File: config.mk
export PLATFORM = sky130hd
export DESIGN_NAME = ram_arbiter
export DESIGN_NICKNAME = d
export VERILOG_FILES = /design/src/rtl/ram_arbiter.sv
export SDC_FILE = /design/constraint.sdc
export NUM_CORES = 1
export LEC_CHECK = 0
export CAP_MARGIN = 20
export CELL_PAD_IN_SITES_DETAIL_PLACEMENT = 0
export CELL_PAD_IN_SITES_GLOBAL_PLACEMENT = 2
export CORE_AREA = 2 2 170 172
export CTS_CLUSTER_DIAMETER = 30
export DETAILED_ROUTE_END_ITERATION = 8
export DIE_AREA = 0 0 172 174
export DONT_BUFFER_PORTS = 1
export GPL_ROUTABILITY_DRIVEN = 0
export PLACE_DENSITY = 0.49
export SETUP_SLACK_MARGIN = 0.3
export SKIP_CTS_REPAIR_TIMING = 1
export SYNTH_ARGS = -nofsm -noshare
export SYNTH_HDL_FRONTEND = slang
export SYNTH_SLANG_ARGS = --single-unit
File: constraint.sdc
create_clock -name CLK -period 2.5 [get_ports CLK]
set_clock_uncertainty 0.05 [all_clocks]
set_input_delay 0.625 -clock CLK [delete_from_list [all_inputs] [get_ports CLK]]
set_output_delay 0.625 -clock CLK [all_outputs]
set_load 0.02 [all_outputs]
File: src/rtl/ram_arbiter.sv
// ram_arbiter
//   Shares one single-ported RAM between CPUS cache pairs (an icache and a
//   dcache per CPU). Data requests beat instruction requests. Within a type,
//   a 1-bit round-robin pointer picks the CPU.
//
//   Handshake: a requester holds its REN/WEN bit (and address/data) until it
//   sees its wait bit low. wait=0 lasts exactly one cycle (the completion
//   cycle), and load is valid only in that cycle. Dropping the request before
//   completion aborts the transaction silently.
//
// Ports
//   CLK, nRST                  clock, asynchronous active-low reset
//   iREN, iaddr                instruction read request/address per CPU
//   dREN, dWEN, daddr, dstore  data read/write request, address, data per CPU
//   iwait, iload               instruction stall / read data per CPU
//   dwait, dload               data stall / read data per CPU
//   ramREN, ramWEN             RAM enables
//   ramaddr, ramstore          RAM address / write data
//   ramload, ramstate          RAM read data / status (FREE,BUSY,ACCESS,ERROR)
//   ramerr                     sticky: some access completed with ERROR
//   dbg_state                  FSM state (0 = IDLE, 1 = SERVE)
module ram_arbiter #(
  parameter int          CPUS    = 2,
  parameter logic [31:0] ERRWORD = 32'hBAD0BAD0
) (
  input  logic                   CLK,
  input  logic                   nRST,
  input  logic [CPUS-1:0]        iREN,
  input  logic [CPUS-1:0][31:0]  iaddr,
  input  logic [CPUS-1:0]        dREN,
  input  logic [CPUS-1:0]        dWEN,
  input  logic [CPUS-1:0][31:0]  daddr,
  input  logic [CPUS-1:0][31:0]  dstore,
  output logic [CPUS-1:0]        iwait,
  output logic [CPUS-1:0]        dwait,
  output logic [CPUS-1:0][31:0]  iload,
  output logic [CPUS-1:0][31:0]  dload,
  output logic                   ramREN,
  output logic                   ramWEN,
  output logic [31:0]            ramaddr,
  output logic [31:0]            ramstore,
  input  logic [31:0]            ramload,
  input  logic [1:0]             ramstate,
  output logic                   ramerr,
  output logic                   dbg_state
);

  localparam logic [1:0] RAM_ACCESS = 2'd2;
  localparam logic [1:0] RAM_ERROR  = 2'd3;

  typedef enum logic {IDLE = 1'b0, SERVE = 1'b1} state_t;

  state_t state, next_state;
  logic   gnt_cpu, next_gnt_cpu;
  logic   gnt_d, next_gnt_d;
  logic   rr, next_rr;
  logic   next_ramerr;

  // Requests padded to two CPUs so the arbitration logic is the same for
  // CPUS=1; the phantom CPU1 never requests and so never wins.
  logic [1:0] ireq2, dreq2;
  assign ireq2 = 2'(iREN);
  assign dreq2 = 2'(dREN | dWEN);

  assign dbg_state = state;

  // The pointer's CPU wins if it requests, otherwise the other one does.
  function automatic logic pick(input logic [1:0] req, input logic ptr);
    if (req[ptr]) return ptr;
    return ~ptr;
  endfunction

  always_ff @(posedge CLK or negedge nRST) begin
    if (!nRST) begin
      state   <= IDLE;
      gnt_cpu <= 1'b0;
      gnt_d   <= 1'b0;
      rr      <= 1'b0;
      ramerr  <= 1'b0;
    end else begin
      state   <= next_state;
      gnt_cpu <= next_gnt_cpu;
      gnt_d   <= next_gnt_d;
      rr      <= next_rr;
      ramerr  <= next_ramerr;
    end
  end

  logic        live;
  logic [31:0] rdata;

  always_comb begin
    next_state   = state;
    next_gnt_cpu = gnt_cpu;
    next_gnt_d   = gnt_d;
    next_rr      = rr;
    next_ramerr  = ramerr;
    iwait        = '1;
    dwait        = '1;
    iload        = '0;
    dload        = '0;
    ramREN       = 1'b0;
    ramWEN       = 1'b0;
    ramaddr      = '0;
    ramstore     = '0;
    live         = 1'b0;
    rdata        = '0;

    case (state)
      IDLE: begin
        if (|dreq2) begin
          next_gnt_d   = 1'b1;
          next_gnt_cpu = pick(dreq2, rr);
          next_state   = SERVE;
        end else if (|ireq2) begin
          next_gnt_d   = 1'b0;
          next_gnt_cpu = pick(ireq2, rr);
          next_state   = SERVE;
        end
      end

      SERVE: begin
        live = gnt_d ? dreq2[gnt_cpu] : ireq2[gnt_cpu];
        if (!live) begin
          // Requester gave up: abort with RAM idle, pointer untouched.
          next_state = IDLE;
        end else begin
          if (gnt_d) begin
            ramWEN   = dWEN[gnt_cpu];
            ramREN   = dREN[gnt_cpu] & ~dWEN[gnt_cpu];
            ramaddr  = daddr[gnt_cpu];
            ramstore = dstore[gnt_cpu];
          end else begin
            ramREN  = 1'b1;
            ramaddr = iaddr[gnt_cpu];
          end

          if (ramstate == RAM_ACCESS || ramstate == RAM_ERROR) begin
            rdata = (ramstate == RAM_ERROR) ? ERRWORD : ramload;
            if (gnt_d) begin
              dwait[gnt_cpu] = 1'b0;
              dload[gnt_cpu] = rdata;
            end else begin
              iwait[gnt_cpu] = 1'b0;
              iload[gnt_cpu] = rdata;
            end
            next_rr    = ~rr;
            next_state = IDLE;
            if (ramstate == RAM_ERROR) next_ramerr = 1'b1;
          end
        end
      end

      default: next_state = IDLE;
    endcase
  end

endmodule

==> run_results.csv, run 1 <==
group,metric,value,unit
run_status,outcome,"finished, violations left",
run_status,violations,"negative setup slack",
placement,place_ws,-62.5,ps
power_and_ir_drop,power_frac_clock,0.041,
clocking,tritoncts,"yes",
setup_path,crit_type,"flop to primary output",
cells_and_area,syn_to_final_growth,119,%
setup_path,crit_arrival,1900,ps
routing,first_iter_violations,149,
power_and_ir_drop,switching_share,0.497,
setup_path,crit_path_start_kind,"flop",
routing,wl_met2,9750,µm
clocking,clk_latency,230,ps
routing,antenna_left,0,
clocking,clock_path_buffers,2,
yosys,netlist_instances,382,
power_and_ir_drop,total_leakage_power,2.49,nW
cells_and_area,multiInputGateArea,3000,µm²
routing,highest_layer,"met4",
power_and_ir_drop,p_seq_frac,0.028,
yosys,synth_nets,616,
yosys,synthTopCellsByCount,"nor2_1, mux2i_1, mux4_2, nor3b_1, nand2_1",
floorplan,die_x,172,µm
grt,antenna_found_initial,2,
grt,grt_pass1_wl,20200,µm
timing,slew_headroom,0.493,
power_and_ir_drop,combPwrFrac,0.932,
job,drv_cap,0,
setup_path,cp_slowest_stage_delay,510,ps
setup_path,cp_slowest_cell,"or4b_4",
routing,drtPass1Iterations,4,
yosys,synth_seq_area_share,0.0464,
routing,wire_per_inst,19.0,µm
cells_and_area,nets,803,
setup_path,crit_chain,"or4b_4 > buf_6 > nand4_4 > clkbuf_16 > nor2_1 > buf_4",
grt,grt_pass1_vias,3586,
setup_path,cp_num_cells,6,
setup_path,ff2ff_path_depth,6,
routing,vias,3819,
setup_path,worstPathRequired,1820,ps
routing,drc_errors,0,
grt,grt_max_degree,34,
yosys,ys.flop_type,"dfrtp_1",
yosys,synth_edf_count,0,
worst_hold_path,hp-class,"input pin to async pin",
routing,wirelength,18200,µm
routing,wl_met1,6310,µm
yosys,synth_top_cell_by_area,"mux4_2",
cells_and_area,final_layout_size_suffix_gt1_frac,0.609,
setup_path,rrSetupSlack,760,ps
timing,slew_viol_final,0,
setup_path,timing.rr.start,"gnt_cpu",
yosys,netlist_area,2700,µm²
clocking,h-tree-depth,1,
yosys,synth.most_common_cell,"nor2_1",
setup_path,cp-end-kind,"primary output",
yosys,ys_seq_elements,5,
yosys,async_reset_ff_frac,1.00,
cells_and_area,nFillCells,3135,
yosys,yosysUniqueCellTypes,35,
yosys,yosysTopAreaCellShare,0.267,
floorplan,start_util,0.0956,
clocking,cts_root_buf,"clkbuf_16",
power_and_ir_drop,p_int,3.27,mW
power_and_ir_drop,switching_power,3.23,mW
timing,tightestPinTransition,753,ps
setup_path,cp-startpoint,"gnt_cpu",
floorplan,num_rows,62,
timing,fin_crit_sh,1.03,
power_and_ir_drop,peakVddDrop,0.000307,V
floorplan,die_area,29900,µm²
clocking,cts_buffers,3,
timing,hold_violations,0,
yosys,synth.avg_cell_area,7.07,µm²
yosys,yosys_warnings,0,
clocking,path_clk_slew,30,ps
power_and_ir_drop,p_per_area,1100,nW/µm²
timing,setup_viol_count_final,38,
placement,dp.final_hpwl,13000,µm
clocking,cts_sinks,5,
routing,routed-wl-met3,1790,µm
grt,track_usage,0.0879,
timing,hold-worst-slack,43.3,ps
timing,rsz0062_at_grt,"true",
timing,fin_crit,2580,ps
floorplan,coreArea,28200,µm²
timing,fmax,388,MHz
floorplan,num_io_pins,434,
floorplan,fp.dieH,174,µm
routing,vias_per_cell,4.00,
grt,overflow,0,
setup_path,reg2reg_to,"dbg_state",
placement,portBuffers,0,
timing,setup_ws,-79.0,ps
setup_path,path_buf_inv,3,
cells_and_area,ff_latch_area,130,µm²
yosys,ys_top_cells_by_area,"mux4_2, nor2_1, mux2i_1",
setup_path,critPathMaxFanout,14,
setup_path,critPathTopFamily,"simple AND/OR/NAND/NOR gates",
worst register-to-register path: stages (launching register included):
cell	delay, ps
dfrtp_4	490
buf_8	160
a21o_4	220
o21ai_4	320
buf_6	160
clkbuf_16	140
o31ai_1	70
how the worst max path moves through the flow:
stage	endpoint	slack (ps)
finish	ramstore[3]	-80
CTS	ramaddr[9]	-200
global placement	ramaddr[8]	-40
global route	ramstore[3]	-130
detailed placement	ramaddr[9]	-60
floorplan	ramaddr[10]	200
cell families (layout without fill, tap and decap cells):
group	count (synthesis)	count (layout)	share of synthesized area
buf+inv	45	229	0.0913
other cells	0	2	0
compound gates	33	33	0.0760
mux	65	65	0.389
simple gates	234	236	0.397
flops	5	5	0.0464
sequential cells by signal (all words and copies together), names as in the netlist:
register and count:
gnt_cpu 1, dbg_state 1, gnt_d 1, ramerr 1, rr 1
layout by cell type, fill, tap and decap left out, types with 4 or more instances in the layout:
cell	netlist	layout
buf_12	0	14
nand4_1	4	4
clkbuf_16	0	14
nor2_4	0	15
mux4_2	32	32
nor2_2	0	25
nor3b_4	0	28
inv_1	4	4
nand2_1	19	17
buf_6	4	27
buf_4	8	164
mux2i_1	33	32
o21ai_0	18	18
nor2_1	164	124
metrics by stage:
stage          power [mW]  cells  TNS (ps)  cell area [µm²]  utilization
3_3_place_gp         4.94    906      -865             4860        0.172
6_report             6.50    954     -1750             5900        0.209
2_1_floorplan        3.82    382         0             3210            -
3_5_place_dp         4.98    906     -1530             4860        0.172
4_1_cts              5.27    910     -8090             4930        0.175
5_1_grt              6.83    953     -4600             5900        0.209
layout make-up:
| cell class | instances | area share |
|---|---|---|
| tap | 384 | 0.0814 |
| timing repair buffer | 221 | 0.371 |
| antenna | 2 | 0.000848 |
| clock buffer | 4 | 0.0134 |
| inverter | 4 | 0.00254 |
| multi-input combinational | 334 | 0.509 |
| sequential | 5 | 0.0220 |
power by group through the flow:
stage	registers, mW	logic, mW	clock network [mW]
final	0.180	6.05	0.263
after global routing	0.190	6.36	0.274
after detailed placement	0.186	4.79	0
after CTS	0.186	4.81	0.270
after global placement	0.186	4.76	0
after floorplan	0.157	3.66	0
routing by layer:
layer | track usage | vias up
met3 | 0.0269 | 18
met1 | 0.0900 | 1811
li1 | - | 1721
met2 | 0.172 | 269
met4 | 0.0203 | 0
met5 | 0 | -
Power figures use the tool's default switching activity.
==> run 2, diff against run 1 <==
--- a/config.mk
+++ b/config.mk
@@ -17,6 +17,7 @@
 export PLACE_DENSITY = 0.49
 export SETUP_SLACK_MARGIN = 0.3
 export SKIP_CTS_REPAIR_TIMING = 1
+export SKIP_LAST_GASP = 1
 export SYNTH_ARGS = -nofsm -noshare
 export SYNTH_HDL_FRONTEND = slang
 export SYNTH_SLANG_ARGS = --single-unit
==> run 2 against run 1 <==
  * The flow still finishes with violations (negative setup slack)
  * Sequential power is essentially flat
  * Critical path depth unchanged
  * Routed wire length rose by 0.20%
  * Die area is the same
  * First-iteration DRC count increased by 4.0%
  * Combinational power is essentially flat
  * Worst hold slack hardly changed
  * Register-to-register slack about the same
  * Utilization decreased by 0.053 points
  * Count of clock-buffer cells in the layout unchanged
  * Total power about the same
  * Non-clock buffer count stayed put
==> run_results.csv, run 2 (synthesis results as in run 1) <==
group,metric,value,unit
floorplan,die_x,172,µm
timing,setup_viol_count_final,38,
setup_path,worstPathRequired,1820,ps
timing,fin_tns_setup,-1820,ps
timing,slew_headroom,0.493,
cells_and_area,final_layout_size_suffix_gt1_frac,0.607,
floorplan,die_area,29900,µm²
cells_and_area,nFillCells,3139,
setup_path,crit_path_start_kind,"flop",
timing,rsz0062_at_grt,"true",
worst_hold_path,hp-class,"input pin to async pin",
cells_and_area,syn_to_final_growth,118,%
setup_path,cp-end-kind,"primary output",
routing,antenna_left,0,
grt,grt_max_degree,34,
cells_and_area,stdcell_count,954,
run_status,violations,"negative setup slack",
clocking,clk_latency,230,ps
grt,antenna_found_initial,2,
setup_path,ff2ff_path_depth,6,
routing,drc_errors,0,
cells_and_area,final_common_cell,"buf_4",
setup_path,crit_type,"flop to primary output",
routing,vias_per_cell,4.00,
clocking,tritoncts,"yes",
floorplan,fp.dieH,174,µm
cells_and_area,fin_util,0.209,
grt,track_usage,0.0879,
timing,fmax,388,MHz
clocking,clock_path_buffers,2,
timing,tightestPinTransition,752,ps
floorplan,num_io_pins,434,
power_and_ir_drop,total_leakage_power,2.48,nW
floorplan,start_util,0.0956,
placement,dpl.cell_count,906,
placement,portBuffers,0,
timing,hold_violations,0,
floorplan,num_rows,62,
routing,drtPass1Iterations,4,
grt,grt_pass1_wl,20200,µm
routing,vias,3814,
grt,grt_pass1_vias,3586,
routing,wirelength,18200,µm
power_and_ir_drop,power,6.50,mW
clocking,path_clk_slew,30,ps
cells_and_area,nets,803,
setup_path,crit_arrival,1900,ps
routing,wire_per_inst,19.1,µm
timing,fin_crit,2580,ps
grt,overflow,0,
clocking,cts_root_buf,"clkbuf_16",
cells_and_area,layout_common_cells,"buf_4, nor2_1, mux2i_1, mux4_2, nor3b_4",
run_status,outcome,"finished, violations left",
power_and_ir_drop,p_per_area,1100,nW/µm²
timing,setup_ws,-79.0,ps
clocking,cts_sinks,5,
clocking,h-tree-depth,1,
timing,fin_crit_sh,1.03,
floorplan,coreArea,28200,µm²
clocking,cts_buffers,3,
placement,dp.final_hpwl,13000,µm
setup_path,critPathMaxFanout,14,
timing,slew_viol_final,0,
job,drv_cap,0,
routing,first_iter_violations,155,
power_and_ir_drop,peakVddDrop,0.000310,V
[run 2: through the flow]
| step | hold slack [ps] | setup WS, ps | cell area, µm² |
|---|---|---|---|
| 2_1_floorplan | 279 | 200 | 3210 |
| 3_3_place_gp | 280 | -41.7 | 4860 |
| 3_5_place_dp | 280 | -62.5 | 4860 |
| 4_1_cts | 39.2 | -199 | 4930 |
| 5_1_grt | 37.4 | -131 | 5890 |
| 6_report | 43.4 | -79.0 | 5890 |
[run 2: metal layers]
metal,vias up,share of wire,track usage
met5,-,0,0
met4,0,0.015,0.0203
met3,16,0.099,0.0269
met2,271,0.54,0.172
met1,1805,0.35,0.0900
li1,1722,-,-
[run 2: where the power goes]
group | switching [mW] | internal, mW | leakage, nW
combinational | 3.13 | 2.93 | 2.39
sequential | 0.0581 | 0.122 | 0.0518
clock | 0.0520 | 0.211 | 0.0382
[run 2: area by class of cell]
| type | count | area (µm²) | area share |
|---|---|---|---|
| clock buffer | 4 | 78.8 | 0.0134 |
| tap | 384 | 480 | 0.0816 |
| sequential | 5 | 130 | 0.0221 |
| timing repair buffer | 221 | 2180 | 0.371 |
| antenna | 2 | 5.00 | 0.000850 |
| inverter | 4 | 15.0 | 0.00255 |
| multi-input combinational | 334 | 3000 | 0.509 |
[run 2: path summary, 6_finish.rpt]
check                             from          end  slack, ps
min reg2reg                     ramerr       ramerr        660
max reg2reg                    gnt_cpu    dbg_state        760
min                               nRST           rr         40
min in group CLK           ramstate[1]    dbg_state        470
max                            gnt_cpu  ramstore[3]        -80
max in group asynchronous         nRST      gnt_cpu       2280
[run 2: critical path, cell delays in order, from the launching register on]
cell	delay, ps
dfrtp_4	490
or4b_4	510
buf_6	140
nand4_4	120
clkbuf_16	190
nor2_1	60
buf_4	160
